--- config.mk ---
export PLATFORM = sky130hd
export DESIGN_NAME = operand_stage
export DESIGN_NICKNAME = d
export VERILOG_FILES = /design/src/rtl/operand_stage_pkg.sv /design/src/rtl/op_class_decode.sv /design/src/rtl/operand_stage.sv
export SDC_FILE = /design/constraint.sdc
export NUM_CORES = 1
export LEC_CHECK = 0
export CAP_MARGIN = 25
export CORE_MARGIN = 2
export CORE_UTILIZATION = 46
export DETAILED_ROUTE_END_ITERATION = 12
export PLACE_DENSITY = 0.89
export SYNTH_ARGS = -nofsm -noshare
export SYNTH_HDL_FRONTEND = slang
export SYNTH_SLANG_ARGS = --single-unit
--- constraint.sdc ---
create_clock -name phi1 -period 2.3 [get_ports phi1]
set_input_delay 0.345 -clock phi1 [delete_from_list [all_inputs] [get_ports phi1]]
set_output_delay 0.345 -clock phi1 [all_outputs]
set_load 0.005 [all_outputs]
--- src/rtl/operand_stage_pkg.sv ---
// operand_stage_pkg: shared opcode-field and state encodings for the operand stage,
// plus the decoded instruction-class payload.
// Provides the `REG_WIDTH/`ADDR_WIDTH defaults, the opcode field macros
// (`CC_GRP1, `CC_GRP2, `AAA_STA, `BBB_IMM_ACC) and state encodings `OS_IDLE..`OS_DONE.
// Optional feature macro (consumed by operand_stage): `RMW_DUMMY_WRITE_EN.

`ifndef REG_WIDTH
`define REG_WIDTH 8
`endif
`ifndef ADDR_WIDTH
`define ADDR_WIDTH 16
`endif

`ifndef CC_GRP1
`define CC_GRP1 2'b01
`endif
`ifndef CC_GRP2
`define CC_GRP2 2'b10
`endif
`ifndef AAA_STA
`define AAA_STA 3'b100
`endif
`ifndef BBB_IMM_ACC
`define BBB_IMM_ACC 3'b010
`endif

`ifndef OS_IDLE
`define OS_IDLE  3'd0
`define OS_READ  3'd1
`define OS_RWAIT 3'd2
`define OS_EXEC  3'd3
`define OS_RES   3'd4
`define OS_DUMMY 3'd5
`define OS_WRITE 3'd6
`define OS_DONE  3'd7
`endif

package operand_stage_pkg;

  localparam int unsigned OPC_WIDTH   = 8;
  localparam int unsigned STATE_WIDTH = 3;

  localparam logic [2:0] S_IDLE  = `OS_IDLE;
  localparam logic [2:0] S_READ  = `OS_READ;
  localparam logic [2:0] S_RWAIT = `OS_RWAIT;
  localparam logic [2:0] S_EXEC  = `OS_EXEC;
  localparam logic [2:0] S_RES   = `OS_RES;
  localparam logic [2:0] S_DUMMY = `OS_DUMMY;
  localparam logic [2:0] S_WRITE = `OS_WRITE;
  localparam logic [2:0] S_DONE  = `OS_DONE;

  // Decoded instruction class.
  typedef struct packed {
    logic load;
    logic store;
    logic rmw;
    logic use_imm;
    logic use_acc;
    logic bad;
  } op_class_t;

endpackage

--- src/rtl/op_class_decode.sv ---
// op_class_decode: combinational opcode classifier.
// Ports: opcode (in, 8) -> op_class_c (out, op_class_t {load, store, rmw, use_imm, use_acc, bad}).

module op_class_decode
  import operand_stage_pkg::*;
(
  input  logic [OPC_WIDTH-1:0] opcode,
  output op_class_t            op_class_c
);

  logic [1:0] cc;
  logic [2:0] aaa;
  logic [2:0] bbb;

  assign cc  = opcode[1:0];
  assign aaa = opcode[7:5];
  assign bbb = opcode[4:2];

  // Classify by cc/aaa/bbb fields.
  always_comb begin
    op_class_c = '0;
    if (cc == `CC_GRP1) begin
      if (aaa != `AAA_STA) begin
        op_class_c.load    = 1'b1;
        op_class_c.use_imm = (bbb == `BBB_IMM_ACC);
      end else if (bbb != `BBB_IMM_ACC) begin
        op_class_c.store = 1'b1;
      end
    end else if (cc == `CC_GRP2) begin
      // bbb 000/100/110 carry no shift/inc/dec addressing mode (e.g. 02 is a halt opcode).
      if ((aaa != 3'b100) && (aaa != 3'b101) &&
          (bbb != 3'b000) && (bbb != 3'b100) && (bbb != 3'b110)) begin
        if (bbb == `BBB_IMM_ACC) begin
          // Accumulator mode exists only for ASL/ROL/LSR/ROR.
          if (aaa <= 3'b011) begin
            op_class_c.rmw     = 1'b1;
            op_class_c.use_acc = 1'b1;
          end
        end else begin
          op_class_c.rmw = 1'b1;
        end
      end
    end
    op_class_c.bad = ~(op_class_c.load | op_class_c.store | op_class_c.rmw);
  end

endmodule

--- src/rtl/operand_stage.sv ---
// operand_stage: memory-operand and write-back sequencer behind the instruction fetcher.
// Accepts an instruction (opcode, effective address, immediate, accumulator), performs the
// operand read, hands the operand to execute over op_valid/op_ready, performs the store or
// RMW write-back, then pulses instruction_done to re-arm the fetcher.
// Ports: phi1, reset_n (async active-low); fetch side instruction_ready/instruction_in/
// addr_in/imm_in/acc_in; memory mem_addr/mem_re/mem_we/mem_wdata/mem_rdata; execute side
// op_valid/op_code/op_data/op_ready/res_valid/res_data; status instruction_done/busy/bad_op.
// Optional macro `RMW_DUMMY_WRITE_EN: memory RMW writes the unmodified value first (DUMMY).

module operand_stage
  import operand_stage_pkg::*;
#(
  parameter int unsigned REG_WIDTH  = `REG_WIDTH,
  parameter int unsigned ADDR_WIDTH = `ADDR_WIDTH
) (
  input  logic                  phi1,
  input  logic                  reset_n,
  input  logic                  instruction_ready,
  input  logic [OPC_WIDTH-1:0]  instruction_in,
  input  logic [ADDR_WIDTH-1:0] addr_in,
  input  logic [REG_WIDTH-1:0]  imm_in,
  input  logic [REG_WIDTH-1:0]  acc_in,
  input  logic [REG_WIDTH-1:0]  mem_rdata,
  input  logic                  op_ready,
  input  logic                  res_valid,
  input  logic [REG_WIDTH-1:0]  res_data,
  output logic [ADDR_WIDTH-1:0] mem_addr,
  output logic                  mem_re,
  output logic                  mem_we,
  output logic [REG_WIDTH-1:0]  mem_wdata,
  output logic                  op_valid,
  output logic [OPC_WIDTH-1:0]  op_code,
  output logic [REG_WIDTH-1:0]  op_data,
  output logic                  instruction_done,
  output logic                  busy,
  output logic                  bad_op
);

  op_class_t dec_c;

  op_class_decode u_decode (
    .opcode     (instruction_in),
    .op_class_c (dec_c)
  );

  logic [STATE_WIDTH-1:0] state, state_nxt;
  logic                   armed, armed_nxt;
  logic                   rmw_q, rmw_nxt;
  logic                   acc_mode_q, acc_mode_nxt;
  logic [ADDR_WIDTH-1:0]  addr_q, addr_nxt;
`ifdef RMW_DUMMY_WRITE_EN
  logic [REG_WIDTH-1:0]   res_q, res_nxt;
`endif

  logic [ADDR_WIDTH-1:0]  mem_addr_nxt;
  logic                   mem_re_nxt;
  logic                   mem_we_nxt;
  logic [REG_WIDTH-1:0]   mem_wdata_nxt;
  logic                   op_valid_nxt;
  logic [OPC_WIDTH-1:0]   op_code_nxt;
  logic [REG_WIDTH-1:0]   op_data_nxt;
  logic                   done_nxt;
  logic                   busy_nxt;
  logic                   bad_nxt;

  // State, context and registered outputs.
  always_ff @(posedge phi1 or negedge reset_n) begin
    if (!reset_n) begin
      state            <= S_IDLE;
      armed            <= 1'b1;
      rmw_q            <= 1'b0;
      acc_mode_q       <= 1'b0;
      addr_q           <= '0;
`ifdef RMW_DUMMY_WRITE_EN
      res_q            <= '0;
`endif
      mem_addr         <= '0;
      mem_re           <= 1'b0;
      mem_we           <= 1'b0;
      mem_wdata        <= '0;
      op_valid         <= 1'b0;
      op_code          <= '0;
      op_data          <= '0;
      instruction_done <= 1'b0;
      busy             <= 1'b0;
      bad_op           <= 1'b0;
    end else begin
      state            <= state_nxt;
      armed            <= armed_nxt;
      rmw_q            <= rmw_nxt;
      acc_mode_q       <= acc_mode_nxt;
      addr_q           <= addr_nxt;
`ifdef RMW_DUMMY_WRITE_EN
      res_q            <= res_nxt;
`endif
      mem_addr         <= mem_addr_nxt;
      mem_re           <= mem_re_nxt;
      mem_we           <= mem_we_nxt;
      mem_wdata        <= mem_wdata_nxt;
      op_valid         <= op_valid_nxt;
      op_code          <= op_code_nxt;
      op_data          <= op_data_nxt;
      instruction_done <= done_nxt;
      busy             <= busy_nxt;
      bad_op           <= bad_nxt;
    end
  end

  // Next state and next output values; outputs reflect the state being entered.
  always_comb begin
    state_nxt     = state;
    // Re-arm whenever the fetcher drops instruction_ready, so a held request is not re-taken.
    armed_nxt     = armed | ~instruction_ready;
    rmw_nxt       = rmw_q;
    acc_mode_nxt  = acc_mode_q;
    addr_nxt      = addr_q;
`ifdef RMW_DUMMY_WRITE_EN
    res_nxt       = res_q;
`endif
    mem_addr_nxt  = mem_addr;
    mem_re_nxt    = 1'b0;
    mem_we_nxt    = 1'b0;
    mem_wdata_nxt = mem_wdata;
    op_valid_nxt  = 1'b0;
    op_code_nxt   = op_code;
    op_data_nxt   = op_data;
    done_nxt      = 1'b0;
    bad_nxt       = 1'b0;

    case (state)
      S_IDLE: begin
        if (instruction_ready && armed) begin
          armed_nxt    = 1'b0;
          rmw_nxt      = dec_c.rmw;
          acc_mode_nxt = dec_c.use_acc;
          addr_nxt     = addr_in;
          op_code_nxt  = instruction_in;
          if (dec_c.bad) begin
            state_nxt = S_DONE;
            done_nxt  = 1'b1;
            bad_nxt   = 1'b1;
          end else if (dec_c.store) begin
            state_nxt     = S_WRITE;
            mem_we_nxt    = 1'b1;
            mem_addr_nxt  = addr_in;
            mem_wdata_nxt = acc_in;
          end else if (dec_c.use_imm) begin
            state_nxt    = S_EXEC;
            op_valid_nxt = 1'b1;
            op_data_nxt  = imm_in;
          end else if (dec_c.use_acc) begin
            state_nxt    = S_EXEC;
            op_valid_nxt = 1'b1;
            op_data_nxt  = acc_in;
          end else if (dec_c.load || dec_c.rmw) begin
            state_nxt    = S_READ;
            mem_re_nxt   = 1'b1;
            mem_addr_nxt = addr_in;
          end
        end
      end
      S_READ: begin
        state_nxt = S_RWAIT;
      end
      S_RWAIT: begin
        state_nxt    = S_EXEC;
        op_valid_nxt = 1'b1;
        op_data_nxt  = mem_rdata;
      end
      S_EXEC: begin
        if (op_ready) begin
          if (rmw_q) begin
            state_nxt = S_RES;
          end else begin
            state_nxt = S_DONE;
            done_nxt  = 1'b1;
          end
        end else begin
          op_valid_nxt = 1'b1;
        end
      end
      S_RES: begin
        if (res_valid) begin
          if (acc_mode_q) begin
            state_nxt = S_DONE;
            done_nxt  = 1'b1;
          end else begin
`ifdef RMW_DUMMY_WRITE_EN
            // Write back the unmodified operand first, as the NMOS 6502 does.
            res_nxt       = res_data;
            state_nxt     = S_DUMMY;
            mem_we_nxt    = 1'b1;
            mem_addr_nxt  = addr_q;
            mem_wdata_nxt = op_data;
`else
            state_nxt     = S_WRITE;
            mem_we_nxt    = 1'b1;
            mem_addr_nxt  = addr_q;
            mem_wdata_nxt = res_data;
`endif
          end
        end
      end
      S_DUMMY: begin
`ifdef RMW_DUMMY_WRITE_EN
        state_nxt     = S_WRITE;
        mem_we_nxt    = 1'b1;
        mem_addr_nxt  = addr_q;
        mem_wdata_nxt = res_q;
`else
        state_nxt = S_IDLE;
`endif
      end
      S_WRITE: begin
        state_nxt = S_DONE;
        done_nxt  = 1'b1;
      end
      S_DONE: begin
        state_nxt = S_IDLE;
      end
      default: begin
        state_nxt = S_IDLE;
      end
    endcase

    busy_nxt = (state_nxt != S_IDLE);
  end

endmodule

==> metrics.log, run 1 <==
INFO  metric drive_gt1_share = about a fifth
INFO  metric post_synth_fa_ha_maj_area_fraction = 0%
INFO  metric coreArea = about 6800 um2
INFO  metric cap_violations = 0
INFO  metric syn-cell-area = 3250 um2
INFO  metric synth_seq_cells = between 60 and 70
INFO  metric first_pass_grt_wire_length = approximately 14000 um
INFO  metric hold_violations = 0
INFO  metric numClockSinks = 68
INFO  metric clock-skew-final = just under 0.006 ns
INFO  metric detail_route.first_pass.iterations = 4
INFO  metric routed_vias = approximately 2800
INFO  metric design.portCount = around 110
INFO  metric finalSetupViolCount = 0
INFO  metric grt_antenna_before_repair = 0
INFO  metric num_rows = 30
INFO  metric floorplan.die_area = a little under 8000 um2
INFO  metric deepest_level_of_the_cts_h_tree = 3
INFO  metric yosysWarningCount = 0
INFO  metric cellPowerDensity = 1120 nW/um2
INFO  metric finish.cell_count_without_fillers = between 500 and 600
INFO  metric dominant_combinational_cell_family_by_area_after_synthesis = multiplexers
INFO  metric parity_gate_share_of_the_synthesized_area_counting_xor_and_xnor_cells = 0%
INFO  metric gr-usage-all-layers = 23.2%
INFO  metric worst-endpoint-arrival = approximately 2.3 ns
INFO  metric clk_latency = roughly 0.34 ns
INFO  metric finalPower = approximately 0.0054 W
INFO  metric cts_tree = yes
INFO  metric synth.avg_cell_area = about 11 um2
INFO  metric wire_per_inst = approximately 16 um
INFO  metric layout.cells.most_common_list = sky130_fd_sc_hd__clkdlybuf4s50_1, sky130_fd_sc_hd__nand2_1, sky130_fd_sc_hd__dfrtp_1, sky130_fd_sc_hd__buf_4, sky130_fd_sc_hd__mux2_2
INFO  metric worst_ir_drop_vdd = approximately 730 uV
INFO  metric gp_routability_congestion = about 0.88
INFO  metric layout.area.seq = approximately 1700 um2
INFO  metric synthToLayoutAreaGrowth = 48.9%
INFO  metric final_design_area_no_fill = 4830 um2
INFO  metric final_common_cell = sky130_fd_sc_hd__clkdlybuf4s50_1
INFO  metric grt_pass1_vias = about 2900
INFO  metric synth_compound_gate_area_share = under 10%
INFO  metric achievable-frequency = slightly below 500 MHz
INFO  metric fin_nets = 497
INFO  metric clkTransAtPathRegs = around 0.070 ns
INFO  metric endpoint_kind = flop
INFO  metric tightestPinTransition = 0.403 ns
INFO  metric route.final.wire_length = 8570 um
INFO  metric n_antenna_cell = 0
INFO  metric port_buffers = 106
INFO  metric dp_cells = 520
INFO  metric worst_ep_required_time = 2.53 ns
INFO  metric maxSlewViolCount = 0
INFO  metric critPathMaxFanout = 10
INFO  metric ctsRootBufferMaster = sky130_fd_sc_hd__clkbuf_8
INFO  metric drcViolationCount = 0
INFO  metric cts.path.max_buffers = 2
INFO  metric maximum_number_of_pins_on_one_net_before_global_route_repair = 35
INFO  metric fp.dieH = between 80 and 90 um
INFO  metric period_needed = around 2.1 ns
INFO  metric synth.net_count = roughly 370
INFO  metric grt_remaining_overflow = 0
INFO  metric place_area = around 4600 um2
INFO  metric synth_mux_area_share = ~18%
INFO  metric multi_input_comb_area = ~1500 um2
INFO  metric synth_largest_type_area_fraction = 51.6%
INFO  metric netlist-cell-type-count = 37
INFO  metric dieWidth = a little under 90 um
INFO  metric drt-initial-drc-count = between 200 and 250
INFO  metric cts_inserted_buffers = 9
INFO  metric detail_route.vias_per_cell = about 5.2
INFO  metric worst_min_delay_path_class = flop to flop
INFO  metric run_status = finished clean
INFO  metric yosysTopAreaCell = sky130_fd_sc_hd__dfrtp_1
INFO  metric fin_crit_sh = about nine tenths
INFO  metric post_synth_main_area_contributors = sky130_fd_sc_hd__dfrtp_1, sky130_fd_sc_hd__nand2_1, sky130_fd_sc_hd__mux2_2
INFO  metric max-slew-margin-rel = between 70% and 80%
INFO  metric start_util = around 48%
INFO  metric dpl.hpwl = 6400 um
INFO  metric power.leakage = ~2.1 nW
INFO  metric synth-seq-area-share = a little over half
INFO  metric post_synth_inst_count = approximately 300
INFO  metric grt_setup_unrepaired = false
INFO  metric worst_setup_path_start_kind = primary input
INFO  metric yosys.area_share.simple = ~17%
INFO  metric antenna_left = 0
INFO  metric num-fill-cells = ~480
INFO  metric path_class = primary input to flop
where the power goes:
part           total (W)  switching [W]  internal [W]  leakage (nW)
Sequential       0.00213       0.000369       0.00176         0.829
Combinational    0.00221       0.000832       0.00137          1.21
Clock            0.00110       0.000464      0.000637         0.105
final cells by class:
cell class | count | area share (%)
flip-flops and latches | 68 | 35.2
multi-input cells | 218 | 30.2
repair buffers | 137 | 27.2
clock buffers | 10 | 2.85
well taps | 96 | 2.49
clock inverters | 6 | 1.81
inverters | 2 | 0.155
sequential cells by signal, summed over array words and instances, names as in the netlist:
register,cells
mem_re,1
bad_op,1
mem_wdata,8
mem_addr,16
acc_mode_q,1
mem_we,1
state,3
op_valid,1
instruction_done,1
addr_q,16
armed,1
busy,1
op_code,8
op_data,8
rmw_q,1
cells by family (layout without fill, tap and decap cells):
kind of cell    count (synthesis)  in the layout
compound gates                 45             45
mux                            49             49
flops                          68             68
buf+inv                        18            155
simple gates                  124            124
cell usage after synthesis:
cell type / number
sky130_fd_sc_hd__nand2_1: 80
sky130_fd_sc_hd__dfrtp_1: 67
sky130_fd_sc_hd__mux2_2: 22
sky130_fd_sc_hd__a21oi_1: 18
sky130_fd_sc_hd__nor2_1: 17
sky130_fd_sc_hd__mux2i_1: 16
sky130_fd_sc_hd__o21ai_0: 12
sky130_fd_sc_hd__mux2_4: 10
sky130_fd_sc_hd__a22o_1: 8
sky130_fd_sc_hd__buf_2: 8
sky130_fd_sc_hd__clkbuf_1: 6
sky130_fd_sc_hd__nand3_1: 6
sky130_fd_sc_hd__nand2b_1: 3
sky130_fd_sc_hd__nor2b_1: 3
sky130_fd_sc_hd__nor3b_1: 3
sky130_fd_sc_hd__buf_6: 2
sky130_fd_sc_hd__inv_1: 2
sky130_fd_sc_hd__or3_1: 2
sky130_fd_sc_hd__a221oi_1: 1
sky130_fd_sc_hd__a22oi_4: 1
sky130_fd_sc_hd__and2_1: 1
sky130_fd_sc_hd__and3_1: 1
sky130_fd_sc_hd__dfstp_2: 1
sky130_fd_sc_hd__mux2_1: 1
sky130_fd_sc_hd__nand3_4: 1
sky130_fd_sc_hd__nand3b_1: 1
sky130_fd_sc_hd__nand3b_4: 1
sky130_fd_sc_hd__nand4_1: 1
sky130_fd_sc_hd__nand4_2: 1
sky130_fd_sc_hd__nor3_1: 1
sky130_fd_sc_hd__o2111ai_1: 1
sky130_fd_sc_hd__o221ai_1: 1
sky130_fd_sc_hd__o311ai_1: 1
sky130_fd_sc_hd__o31ai_4: 1
sky130_fd_sc_hd__o32ai_2: 1
sky130_fd_sc_hd__or3b_1: 1
sky130_fd_sc_hd__or3b_4: 1
worst paths after layout:
| check | startpoint | endpoint | slack [ns] | cells after the start |
|---|---|---|---|---|
| worst max-delay path | instruction_in[3] | mem_addr[4]$_DFFE_PN0P_ | 0.23 | 6 |
| worst min-delay path | addr_q[13]$_DFFE_PN0P_ | addr_q[13]$_DFFE_PN0P_ | 0.47 | 2 |
| worst max register to register | state[1]$_DFF_PN0_ | op_data[7]$_DFFE_PN0P_ | 0.38 | 4 |
| worst min register to register | addr_q[13]$_DFFE_PN0P_ | addr_q[13]$_DFFE_PN0P_ | 0.47 | 2 |
| max in group asynchronous | reset_n | mem_addr[11]$_DFFE_PN0P_ | 1.23 | 3 |
| min in group asynchronous | reset_n | addr_q[9]$_DFFE_PN0P_ | 0.48 | 2 |
worst max-delay path, stage by stage:
cell                              delay [ns]
sky130_fd_sc_hd__clkdlybuf4s50_1        0.48
sky130_fd_sc_hd__or3b_1                 0.46
sky130_fd_sc_hd__o311ai_1               0.31
sky130_fd_sc_hd__nand3b_4               0.22
sky130_fd_sc_hd__buf_12                 0.15
sky130_fd_sc_hd__mux2_2                 0.33
repair_timing:
item / CTS / global route
hold buffers: 1 / 0
gates resized for setup: 0 / 0
hold endpoints to repair: 14 / 0
setup buffers: 0 / 0
layer usage:
layer	GRT usage [%]	vias to the layer above	share of wire [%]
met3	6.03	15	7.8
met4	8.13	0	1.4
met2	37.7	113	48
li1	-	1315	-
met1	30.2	1324	43
met5	0	-	0
per-stage QoR:
| stage | TNS (ns) | setup slack, ns | utilization, % | hold slack, ns |
|---|---|---|---|---|
| 2_1_floorplan | 0 | 0.317 | - | 0.0494 |
| 5_1_grt | 0 | 0.147 | 71.1 | 0.496 |
| 3_3_place_gp | -0.604 | -0.0559 | 67.7 | 0.275 |
| 6_report | 0 | 0.233 | 71.1 | 0.474 |
| 4_1_cts | 0 | 0.229 | 71.1 | 0.478 |
| 3_5_place_dp | -2.07 | -0.138 | 67.7 | 0.276 |
(Power assumes the default switching activity.)
==> inputs of run 2 (changes only) <==
--- a/config.mk
+++ b/config.mk
@@ -8,6 +8,7 @@
 export CAP_MARGIN = 25
 export CORE_MARGIN = 2
 export CORE_UTILIZATION = 46
+export CTS_CLUSTER_DIAMETER = 120
 export DETAILED_ROUTE_END_ITERATION = 12
 export PLACE_DENSITY = 0.89
 export SYNTH_ARGS = -nofsm -noshare
==> results of run 2 <==
No change in the layout: final DEF, timing and power equal those of run 1.
==> inputs of run 3 (changes only) <==
--- a/config.mk
+++ b/config.mk
@@ -5,6 +5,7 @@
 export SDC_FILE = /design/constraint.sdc
 export NUM_CORES = 1
 export LEC_CHECK = 0
+export ABC_CLOCK_PERIOD_IN_PS = 2300
 export CAP_MARGIN = 25
 export CORE_MARGIN = 2
 export CORE_UTILIZATION = 46
==> constraint.sdc (replaced) <==
create_clock -name phi1 -period 2.3 [get_ports phi1]
set_input_delay 0.46 -clock phi1 [delete_from_list [all_inputs] [get_ports phi1]]
set_output_delay 0.46 -clock phi1 [all_outputs]
set_load 0.005 [all_outputs]
==> run 3 against run 2 <==
Effect of this change: first-iteration DRC count decreased by 33%; via count increased by 1.2%; die area unchanged; critical path depth unchanged; combinational power about the same; sequential share of layout area decreased by 0.36 points; worst hold slack got worse by 0.36 ns; setup slack got worse by 0.15 ns; cell area increased by 1.0%; critical path type unchanged.
==> metrics.log, run 3 (synthesis results as in run 1) <==
INFO  metric drcViolationCount = 0 (unchanged)
INFO  metric wire_per_inst = 16.3 um (+2.4%)
INFO  metric gp_routability_congestion = 0.862 (-1.8%)
INFO  metric numClockSinks = 68 (unchanged)
INFO  metric worst-endpoint-arrival = 2.45 ns (+0.15 ns)
INFO  metric cap_violations = 0 (unchanged)
INFO  metric antenna_left = 0 (unchanged)
INFO  metric finalSetupViolCount = 0 (unchanged)
INFO  metric clock-skew-final = 0.0114 ns (+0.00564 ns)
INFO  metric cellPowerDensity = 1140 nW/um2 (+1.1%)
INFO  metric n_antenna_cell = 0 (unchanged)
INFO  metric first_pass_grt_wire_length = 14200 um (+4.3%)
INFO  metric design.portCount = 107 (unchanged)
INFO  metric grt_setup_unrepaired = false
INFO  metric route.final.wire_length = 8800 um (+2.8%)
INFO  metric hold_violations = 0 (unchanged)
INFO  metric detail_route.vias_per_cell = 5.19 (+0.78%)
INFO  metric cts.path.max_buffers = 2 (unchanged)
INFO  metric ctsRootBufferMaster = sky130_fd_sc_hd__clkbuf_8
INFO  metric achievable-frequency = 450 MHz (-7.0%)
INFO  metric worst_ep_required_time = 2.53 ns (about the same)
INFO  metric grt_pass1_vias = 2945 (+3.3%)
INFO  metric num_rows = 30 (unchanged)
INFO  metric slowest_stage = sky130_fd_sc_hd__clkdlybuf4s50_1
INFO  metric final_common_cell = sky130_fd_sc_hd__clkdlybuf4s50_1
INFO  metric path_class = primary input to flop
INFO  metric endpoint_kind = flop
INFO  metric maximum_number_of_pins_on_one_net_before_global_route_repair = 69 (+97%)
INFO  metric place_area = 4640 um2 (+0.93%)
INFO  metric routed_vias = 2799 (+1.2%)
INFO  metric grt_antenna_before_repair = 0 (unchanged)
INFO  metric worst_setup_path_start_kind = primary input
INFO  metric critPathMaxFanout = 5 (-5)
INFO  metric cts_hold_buffers = 0 (-1)
INFO  metric final_design_area_no_fill = 4880 um2 (+1.0%)
INFO  metric deepest_level_of_the_cts_h_tree = 3 (unchanged)
INFO  metric synthToLayoutAreaGrowth = 50.4%
INFO  metric period_needed = 2.22 ns (+0.154 ns)
INFO  metric layout.area.seq = 1700 um2 (unchanged)
INFO  metric critPathMaxStageDelay = 0.47 ns (about the same)
INFO  metric place_worst_setup_slack = -0.232 ns (-0.0943 ns)
INFO  metric crit_chain = clkdlybuf4s50_1, or3b_1, o311ai_1, nand3b_4, buf_4, mux2_4
INFO  metric layout.cells.most_common_list = sky130_fd_sc_hd__clkdlybuf4s50_1, sky130_fd_sc_hd__nand2_1, sky130_fd_sc_hd__dfrtp_1, sky130_fd_sc_hd__buf_4, sky130_fd_sc_hd__mux2_2
INFO  metric max-slew-margin-rel = 73.9% (+1.0 points)
INFO  metric power.leakage = 2.17 nW (+1.2%)
INFO  metric grt_remaining_overflow = 0 (unchanged)
INFO  metric gr-usage-all-layers = 23.9% (+0.74 points)
INFO  metric cts_tree = yes
INFO  metric post-route-worst-setup-slack = 0.0785 ns (-0.154 ns)
INFO  metric fin_nets = 500 (+0.60%)
INFO  metric fp.dieH = 88.0 um (unchanged)
INFO  metric tightestPinTransition = 0.388 ns (-0.0156 ns)
INFO  metric clk_latency = 0.35 ns (about the same)
INFO  metric floorplan.die_area = 7750 um2 (unchanged)
INFO  metric dieWidth = 88.0 um (unchanged)
INFO  metric port_buffers = 106 (unchanged)
INFO  metric clkTransAtPathRegs = 0.07 ns (about the same)
INFO  metric maxSlewViolCount = 0 (unchanged)
INFO  metric drive_gt1_share = 21.2% (+0.81 points)
INFO  metric finalPower = 0.00555 W (+2.1%)
INFO  metric start_util = 47.8% (unchanged)
INFO  metric final_core_occ = 71.9% (+0.74 points)
INFO  metric fin_crit_sh = 96.6% (+6.7 points)
INFO  metric multi_input_comb_area = 1470 um2 (+0.34%)
INFO  metric worst_ir_drop_vdd = 621 uV (-15%)
INFO  metric dpl.hpwl = 6290 um (-1.7%)
INFO  metric drt-initial-drc-count = 139 (-33%)
INFO  metric detail_route.first_pass.iterations = 4 (unchanged)
INFO  metric final.setup.tns = 0 ns (unchanged)
INFO  metric cts_inserted_buffers = 9 (unchanged)
INFO  metric num-fill-cells = 488 (+2.7%)
INFO  metric coreArea = 6790 um2 (unchanged)
INFO  metric worst_min_delay_path_class = primary input to async pin
INFO  metric largestRegisters = addr_q (16), mem_addr (16)
INFO  metric run_status = finished clean
## run 3: layout make-up
class | instances | share of cell area (%)
clock buffer | 9 | 2.54
clock inverter | 6 | 2.33
inverter | 2 | 0.154
multi-input combinational | 218 | 30.0
sequential | 68 | 34.9
tap | 96 | 2.46
timing repair buffer | 140 | 27.6
## run 3: through the flow
step | instances | hold WS, ns
after floorplan | 304 | 0.164
after global placement | 524 | 0.452
after detailed placement | 524 | 0.461
after CTS | 539 | 0.137
after global routing | 539 | 0.162
final | 539 | 0.109
## run 3: worst paths after layout
check                                           to          startpoint  cells past startpoint  slack, ns
setup / recovery           mem_addr[6]$_DFFE_PN0P_   instruction_in[3]                      6       0.08
hold / removal                      busy$_DFF_PN0_             reset_n                      2       0.11
setup reg to reg            op_data[7]$_DFFE_PN0P_  state[1]$_DFF_PN0_                      4       0.39
hold reg to reg                    armed$_DFF_PN1_     armed$_DFF_PN1_                      2       0.47
max in group asynchronous          armed$_DFF_PN1_             reset_n                      2       1.82
min in group phi1                  armed$_DFF_PN1_     armed$_DFF_PN1_                      2       0.47
## run 3: power by group
part	switching, W	total (W)	internal, W	leakage (nW)
Combinational	0.000854	0.00224	0.00139	1.23
Sequential	0.000369	0.00213	0.00176	0.829
Clock	0.000468	0.00118	0.000715	0.112
## run 3: metal layers
metal | vias up | track usage (%) | wire, um
met5 | - | 0 | 0
met4 | 0 | 7.71 | 125
met3 | 18 | 6.13 | 587
met2 | 114 | 40.4 | 4380
met1 | 1346 | 30.3 | 3710
li1 | 1321 | - | -
## run 3: worst max-delay path: cells and delay by family
family          cells  cell delay [ns]
simple gates        2             0.70
buf+inv             2             0.65
compound gates      1             0.33
mux                 1             0.30
## run 3: timing repair
action,4_1_cts,5_1_grt
setup endpoints to repair,0,5
setup buffers,0,0
gates resized for setup,0,1
